===== config.mk =====
export PLATFORM = sky130hd
export DESIGN_NAME = candidate_encoder_flat
export DESIGN_NICKNAME = d
export VERILOG_FILES = /design/src/rtl/candidate_encoder_if.sv /design/src/rtl/candidate_encoder.sv /design/src/flat_wrapper.sv
export SDC_FILE = /design/constraint.sdc
export NUM_CORES = 1
export LEC_CHECK = 0
export ABC_AREA = 1
export CAP_MARGIN = 40
export CELL_PAD_IN_SITES_DETAIL_PLACEMENT = 1
export CELL_PAD_IN_SITES_GLOBAL_PLACEMENT = 2
export CORE_ASPECT_RATIO = 1.1
export CORE_MARGIN = 5
export CORE_UTILIZATION = 35
export CTS_CLUSTER_SIZE = 12
export DETAILED_ROUTE_END_ITERATION = 7
export GPL_ROUTABILITY_DRIVEN = 0
export GPL_TIMING_DRIVEN = 0
export PLACE_DENSITY = 0.91
export SLEW_MARGIN = 20
export SYNTH_ARGS = -nofsm -noshare
export SYNTH_HDL_FRONTEND = slang
export SYNTH_SLANG_ARGS = --single-unit

===== constraint.sdc =====
create_clock -name CLK -period 34.7 [get_ports CLK]
set_input_delay 6.94 -clock CLK [delete_from_list [all_inputs] [get_ports CLK]]
set_output_delay 6.94 -clock CLK [all_outputs]
set_load 0.005 [all_outputs]

===== src/rtl/candidate_encoder_if.sv =====
// Handshake bundle between the index counter, the candidate encoder and the
// MD5 message-block builder. The encoder sits on the slave side; whatever
// feeds indices and drains strings uses the master side.
interface candidate_encoder_if #(
  parameter int CHARS = 7
) ();
  logic               in_valid;
  logic [29:0]        in_index;
  logic               in_ready;
  logic               out_valid;
  logic               out_ready;
  logic [CHARS*8-1:0] out_word;
  logic [29:0]        out_index;
  logic               out_overflow;
  logic               busy;

  modport master (
    output in_valid, in_index, out_ready,
    input  in_ready, out_valid, out_word, out_index, out_overflow, busy
  );

  modport slave (
    input  in_valid, in_index, out_ready,
    output in_ready, out_valid, out_word, out_index, out_overflow, busy
  );
endinterface


===== src/rtl/candidate_encoder.sv =====
// Candidate encoder: turns a 30-bit brute-force index into a fixed-length
// lowercase base-BASE string, one digit per clock, least significant digit
// first. The first (most significant) character lands in out_word[7:0] so the
// MD5 block builder can stream bytes in memory order.
//
// state   | meaning
// --------+-----------------------------------------------------------
// IDLE    | waiting for an index, in_ready high
// CONVERT | peeling one base-BASE digit per cycle into out_word
// HOLD    | result presented with out_valid, waiting for out_ready
module candidate_encoder #(
  parameter int         CHARS      = 7,
  parameter int         BASE       = 26,
  parameter logic [7:0] FIRST_CHAR = 8'h61
) (
  input  logic                CLK,
  input  logic                reset,
  candidate_encoder_if.slave  bus
);

  typedef enum logic [1:0] {IDLE, CONVERT, HOLD} state_t;

  localparam int              CW     = (CHARS > 1) ? $clog2(CHARS) : 1;
  localparam logic [CW-1:0]   LAST   = CW'(CHARS - 1);
  localparam logic [29:0]     BASE_W = 30'(BASE);

  state_t             state, state_nxt;
  logic [29:0]        rem;
  logic [29:0]        rem_div;
  logic [29:0]        rem_mod;
  logic [CW-1:0]      digit;
  logic [CHARS*8-1:0] word;
  logic [29:0]        index;
  logic               overflow;
  logic               ready;
  logic               valid;
  logic               accept;
  logic               release_out;
  logic               last_digit;

  // Division by a constant radix folds into combinational logic; only one
  // divider exists per instance, shared across all digit steps.
  assign rem_div     = rem / BASE_W;
  assign rem_mod     = rem % BASE_W;
  assign accept      = bus.in_valid & ready;
  assign release_out = bus.out_ready & valid;
  assign last_digit  = (digit == LAST);

  // Next-state decode.
  always_comb begin
    state_nxt = state;
    unique case (state)
      IDLE:    if (accept)      state_nxt = CONVERT;
      CONVERT: if (last_digit)  state_nxt = HOLD;
      HOLD:    if (release_out) state_nxt = IDLE;
      default:                  state_nxt = IDLE;
    endcase
  end

  // State register.
  always_ff @(posedge CLK or posedge reset) begin
    if (reset) state <= IDLE;
    else       state <= state_nxt;
  end

  // Registered handshake flags, derived from where the FSM is heading.
  always_ff @(posedge CLK or posedge reset) begin
    if (reset) begin
      ready <= 1'b1;
      valid <= 1'b0;
    end else begin
      ready <= (state_nxt == IDLE);
      valid <= (state_nxt == HOLD);
    end
  end

  // Datapath: latch the index, then emit one character per CONVERT cycle
  // from the right-hand end of the string towards byte 0.
  always_ff @(posedge CLK or posedge reset) begin
    if (reset) begin
      rem      <= '0;
      digit    <= '0;
      word     <= '0;
      index    <= '0;
      overflow <= 1'b0;
    end else begin
      case (state)
        IDLE: begin
          if (accept) begin
            rem   <= bus.in_index;
            index <= bus.in_index;
            digit <= '0;
          end
        end
        CONVERT: begin
          word[int'(LAST - digit) * 8 +: 8] <= 8'(30'(FIRST_CHAR) + rem_mod);
          rem   <= rem_div;
          digit <= digit + CW'(1);
          if (last_digit) overflow <= (rem_div != '0);
        end
        default: ;
      endcase
    end
  end

  assign bus.in_ready     = ready;
  assign bus.out_valid    = valid;
  assign bus.out_word     = word;
  assign bus.out_index    = index;
  assign bus.out_overflow = overflow;
  assign bus.busy         = (state != IDLE);

endmodule


===== src/flat_wrapper.sv =====
// flat-port wrapper written by rule: the top's interface ports become plain ports
module candidate_encoder_flat 
#(
  parameter int         CHARS      = 7,
  parameter int         BASE       = 26,
  parameter logic [7:0] FIRST_CHAR = 8'h61
)
  (CLK, reset, bus_in_valid, bus_in_index, bus_out_ready, bus_in_ready, bus_out_valid, bus_out_word, bus_out_index, bus_out_overflow, bus_busy);
  candidate_encoder_if #(.CHARS(CHARS)) bus_i ();
  input  logic CLK;
  input  logic reset;
  input wire logic [$bits(bus_i.in_valid)-1:0] bus_in_valid;
  input wire logic [$bits(bus_i.in_index)-1:0] bus_in_index;
  input wire logic [$bits(bus_i.out_ready)-1:0] bus_out_ready;
  output wire logic [$bits(bus_i.in_ready)-1:0] bus_in_ready;
  output wire logic [$bits(bus_i.out_valid)-1:0] bus_out_valid;
  output wire logic [$bits(bus_i.out_word)-1:0] bus_out_word;
  output wire logic [$bits(bus_i.out_index)-1:0] bus_out_index;
  output wire logic [$bits(bus_i.out_overflow)-1:0] bus_out_overflow;
  output wire logic [$bits(bus_i.busy)-1:0] bus_busy;
  assign bus_i.in_valid = bus_in_valid;
  assign bus_i.in_index = bus_in_index;
  assign bus_i.out_ready = bus_out_ready;
  assign bus_in_ready = bus_i.in_ready;
  assign bus_out_valid = bus_i.out_valid;
  assign bus_out_word = bus_i.out_word;
  assign bus_out_index = bus_i.out_index;
  assign bus_out_overflow = bus_i.out_overflow;
  assign bus_busy = bus_i.busy;
  candidate_encoder #(.CHARS(CHARS), .BASE(BASE), .FIRST_CHAR(FIRST_CHAR)) u_core (.CLK(CLK), .reset(reset), .bus(bus_i));
endmodule

-- After elaboration in Yosys (flattened, before gate mapping)
Cells that the tools add are included.
- register bits: 124
- logic and storage cells: 40
- output and inout bits: 90
- reductions and logical operators: 8
- muxes and demuxes: 9
- $add $sub $neg: 4
- bitwise operators: 2
- eq/ne operators: 5
- shift operators: 2
- divide/modulo/power cells: 2
- operator list (operator ; number):
    $pmux W30 S2 ; 1
    $bwmux W56 ; 1
    $shift A8 B33 Y56 const A ; 1
    $shiftx A8 B33 Y56 ; 1
    $neg A32 Y33 ; 1
    $div A30 B5 Y30 const B ; 1
    $mod A30 B5 Y30 const B ; 1
    $mux W30 ; 1
    $reduce_bool A30 Y1 ; 1
    $add A7 B8 Y8 const A ; 1
    $mux W2 ; 3
    $pmux W2 S3 ; 1
    $pmux W3 S2 ; 1
    $reduce_and A2 Y1 ; 3
    $eq A2 B2 Y1 const B ; 2
    $logic_not A2 Y1 ; 2
    $reduce_bool A2 Y1 ; 2
    $sub A3 B3 Y4 const A ; 1
    $add A3 B1 Y3 const B ; 1
    $eq A3 B3 Y1 const B ; 1
    $mux W3 ; 1
    $and A1 B1 Y1 ; 2
    $eq A2 B1 Y1 const B ; 1
    $ne A2 B1 Y1 const B ; 1

-- Logic depth before layout (Yosys ltp)
- depth in word-level cells: 4
- depth in mapped cells: 135
- depth with buffers taken out: 135

-- Worst setup path before layout
Ideal clock, no wire load.
- path type: flip-flop to flip-flop
- start: register u_core.rem[28]
- end: register u_core.word[18], in the netlist u_core.bus.out_word[18]
- data required time: 34.623 ns
- setup time: 0.077 ns
- path slack: 23.558 ns
- path buffers: 1
- period minus slack after synthesis: 11.142 ns
- stages on the path, launching flop included: 125
- data arrival time: 11.065 ns
- cells stage by stage: dfrtp_1 buf_12 nand4_1 inv_1 nor2_1 nand3_2 nand2_1 nand2_2 inv_2 nand3_4 nand2_4 nand2_2 nand2_2 nor2_4 nand2_2 nand3_4 nand2_1 nand2_2 (+89 left out) nand2_2 nand2_2 nand2_1 nand2_2 nor2_4 nand2_4 nand2_4 nand2_2 nand2_2 nand3_1 nand3_2 nand2_1 and2_1 ha_1 xor2_2 nor2_4 nand2_1 a21oi_1
- word-level cells in the longest chain between the ends: 4
- ends and longest elaborated chain (what ; RTL line ; text):
    start, declared ; candidate_encoder.sv:28 ; logic [29:0] rem;
    start signal, assigned ; candidate_encoder.sv:90 ; rem <= bus.in_index;
    start signal, assigned ; candidate_encoder.sv:97 ; rem <= rem_div;
    $mod A30 B5 Y30 ; candidate_encoder.sv:44 ; assign rem_mod = rem % BASE_W;
    $add A7 B8 Y8 ; candidate_encoder.sv:96 ; word[int'(LAST - digit) * 8 +: 8] <= 8'(30'(FIRST_CHAR) + rem_mod);
    $shiftx A8 B33 Y56 ; candidate_encoder.sv:96 ;
    $bwmux W56 ; candidate_encoder.sv:96 ;
    end signal, assigned by index ; candidate_encoder.sv:96 ;
    end, declared ; candidate_encoder.sv:32 ; logic [CHARS*8-1:0] word;
Every way passes these cells.
A chain may end at the register's enable or synchronous reset.

-- Worst setup path after layout
- start: register u_core.rem[27]
- end: register u_core.word[42], in the netlist u_core.bus.out_word[42]
The elaborated chain is that of the path after synthesis.

==> flow_summary.toml <==
[sta]
finClkSkew_ns = 0.0115
period_minus_slack_ns = 13.04
period_share_pct = 37.6
holdWs_ns = 0.471
relSlewSlack_pct = 46.6
setup_viol = 0
tightest_slew_ns = 0.801
fin_ws_ns = 21.66
report.final.slew_viol_count = 0
max_freq_mhz = 76.7
setup_tns_ns = 0
final_hold_viol_count = 0
rsz0062_at_grt = "false"

[clock_network]
clkLatencyLatePin_ns = 0.43
holdBufCountCts = 0
cts_sinks = 124
numCtsBuffers = 17
cts_tree = "yes"
clkTransAtPathRegs_ns = 0.07
clockBufferDepth = 2
cts_root_buffer = "clkbuf_16"
postCtsSetupBuffers = 0
cts-htree-levels = 4
post_cts_resized = 0

[placement]
portBuffers = 123
place_inst = 1677
dp_hpwl_mm = 20.8
post-place-ws_ns = 21.69

[worst_setup_path]
path_buf_inv = 3
critPathMaxFanout = 8
critPathTopFamily = "simple AND/OR/NAND/NOR gates"
crit_path_top_delay_cell = "dfrtp_1"
critPathRequiredTime_ns = 35.05
crit_arrival_ns = 13.38
criticalPathCategory = "flip-flop to flip-flop"
path_common_cell = "nand2_2"
slowest_delay_ns = 0.50
cp-end-kind = "flip-flop"
startpoint_type = "flip-flop"

[drt]
firstDrtPassIters = 4
vias = 8358
viasPerCell = 4.89
ant_nets = 0
dr.first_iter.drc_count = 324
wl_per_cell_um = 15.8
wl_mm = 27.0
drc = 0

[finish]
final_common_cell = "nand2_1"
layout.nets = 1395
area_growth_pct = 25.7
final_cell_mix = "nand2_1 (302), clkdlybuf4s50_1 (123), dfrtp_1 (123)"
layout.cells.non_filler = 1709
diodes = 0
drive_gt1_share_pct = 22.7

[floorplan]
fp.dieW_um = 163
fp.dieH_um = 179
core_um2 = 25300
pin_count = 124
die_area_um2 = 29100
row_count = 61
initial_core_util_pct = 35.7

[synth]
synth-compound-area-share_pct = 8.32
yosysWarnings = 0
synth.area.top_cells = "dfrtp_1 (34%), nand2_1 (13%), nand2_2 (7.5%), nand2_4 (5.7%), nand3_1 (5.6%)"
synth_top_family_by_area = "simple AND/OR/NAND/NOR gates"
yosysSeqAreaShare_pct = 34.4
synth_seq_cells = 124
avgSynthCellArea_um2 = 7.50
yosys.area.top_type = "dfrtp_1"
synth_area_um2 = 9040
yosys.area.top_type_share_pct = 34.1
synth_mux_area_share_pct = 0
syn_nets = 1250
synth-xor-area-share_pct = 2.69
syn_inst = 1205
synth-adder-area-share_pct = 1.52
yosys.area_share.simple_pct = 45.2
yosysUniqueCellTypes = 50

[grt]
grt_overflow_total = 0
antenna_found_initial = 1
grt_pass1_wl_mm = 45.3
grt_max_degree = 70
track_usage_pct = 19.1
grt_pass1_vias = 9095

[min_path]
hold_class = "flip-flop to flip-flop"

[flow_run]
max-cap-violations = 0

[run_status]
status = "finished clean"
==> layer usage <==
layer | GRT usage, % | up-vias | wire length, um
met5 | 0 | - | 13
met4 | 5.17 | 2 | 564
met3 | 4.11 | 38 | 1240
met2 | 33.8 | 127 | 13200
met1 | 23.6 | 4032 | 12000
li1 | - | 4159 | -
==> layout make-up <==
class                   count  area, um^2
plain buffers              22         135
clock buffers              17         425
clock inverters            15         166
fillers                  3194       14000
inverters                 153         589
multi-input cells         906        5220
flip-flops and latches    124        3100
well taps                 346         433
repair buffers            126        1280
==> synth_stat cells, drive strengths merged <==
cell / n
inv: 148
or2: 5
o221ai: 7
clkbuf: 15
ha: 11
o2111ai: 1
nand3b: 4
nor3: 5
and2: 1
nand2: 457
nand4: 24
a21oi: 27
a31o: 2
o211ai: 9
buf: 7
o21bai: 2
nand3: 140
nor4: 6
a21boi: 1
or3: 1
o22ai: 11
o32ai: 1
o21a: 2
clkinv: 5
o21ai: 60
xor2: 26
dfrtp: 123
dfstp: 1
nor2: 103
==> final timing paths <==
kind | depth (start not counted) | end | from | slack [ns]
min reg2reg | 1 | u_core.bus.out_word[38] | u_core.bus.out_word[38] | 0.47
max | 121 | u_core.bus.out_word[42] | u_core.rem[27] | 21.66
max in group asynchronous | 3 | u_core.bus.in_ready | reset | 27.02
max reg2reg | 121 | u_core.bus.out_word[42] | u_core.rem[27] | 21.66
min in group asynchronous | 2 | u_core.rem[21] | reset | 6.96
min | 1 | u_core.bus.out_word[38] | u_core.bus.out_word[38] | 0.47
==> sequential cells by signal, indices dropped and copies added, names as in the netlist <==
signal                   count
u_core.digit                 3
u_core.state                 2
u_core.bus.in_ready          1
u_core.bus.out_overflow      1
u_core.rem                  30
u_core.bus.out_index        30
u_core.bus.out_valid         1
u_core.bus.out_word         56
==> kinds of logic (layout without fill, tap and decap cells) <==
logic type	count (synthesis)	count (layout)
adders and majority gates	11	11
and+or+nand+nor	746	746
AOI/OAI and AO/OA	123	123
buffers and inverters	175	333
xor gates and xnor gates	26	26
DFF	124	124
==> stage by stage <==
step                area [um^2]  util (%)
finish                    11400      44.8
global route              11400      44.8
CTS                       11400      44.8
detailed placement        10800      42.5
global placement          10700      42.2
floorplan                  9040         -
Power is not shown: default switching activity piles up to over one toggle a cycle in this logic, so the estimate is an artifact.
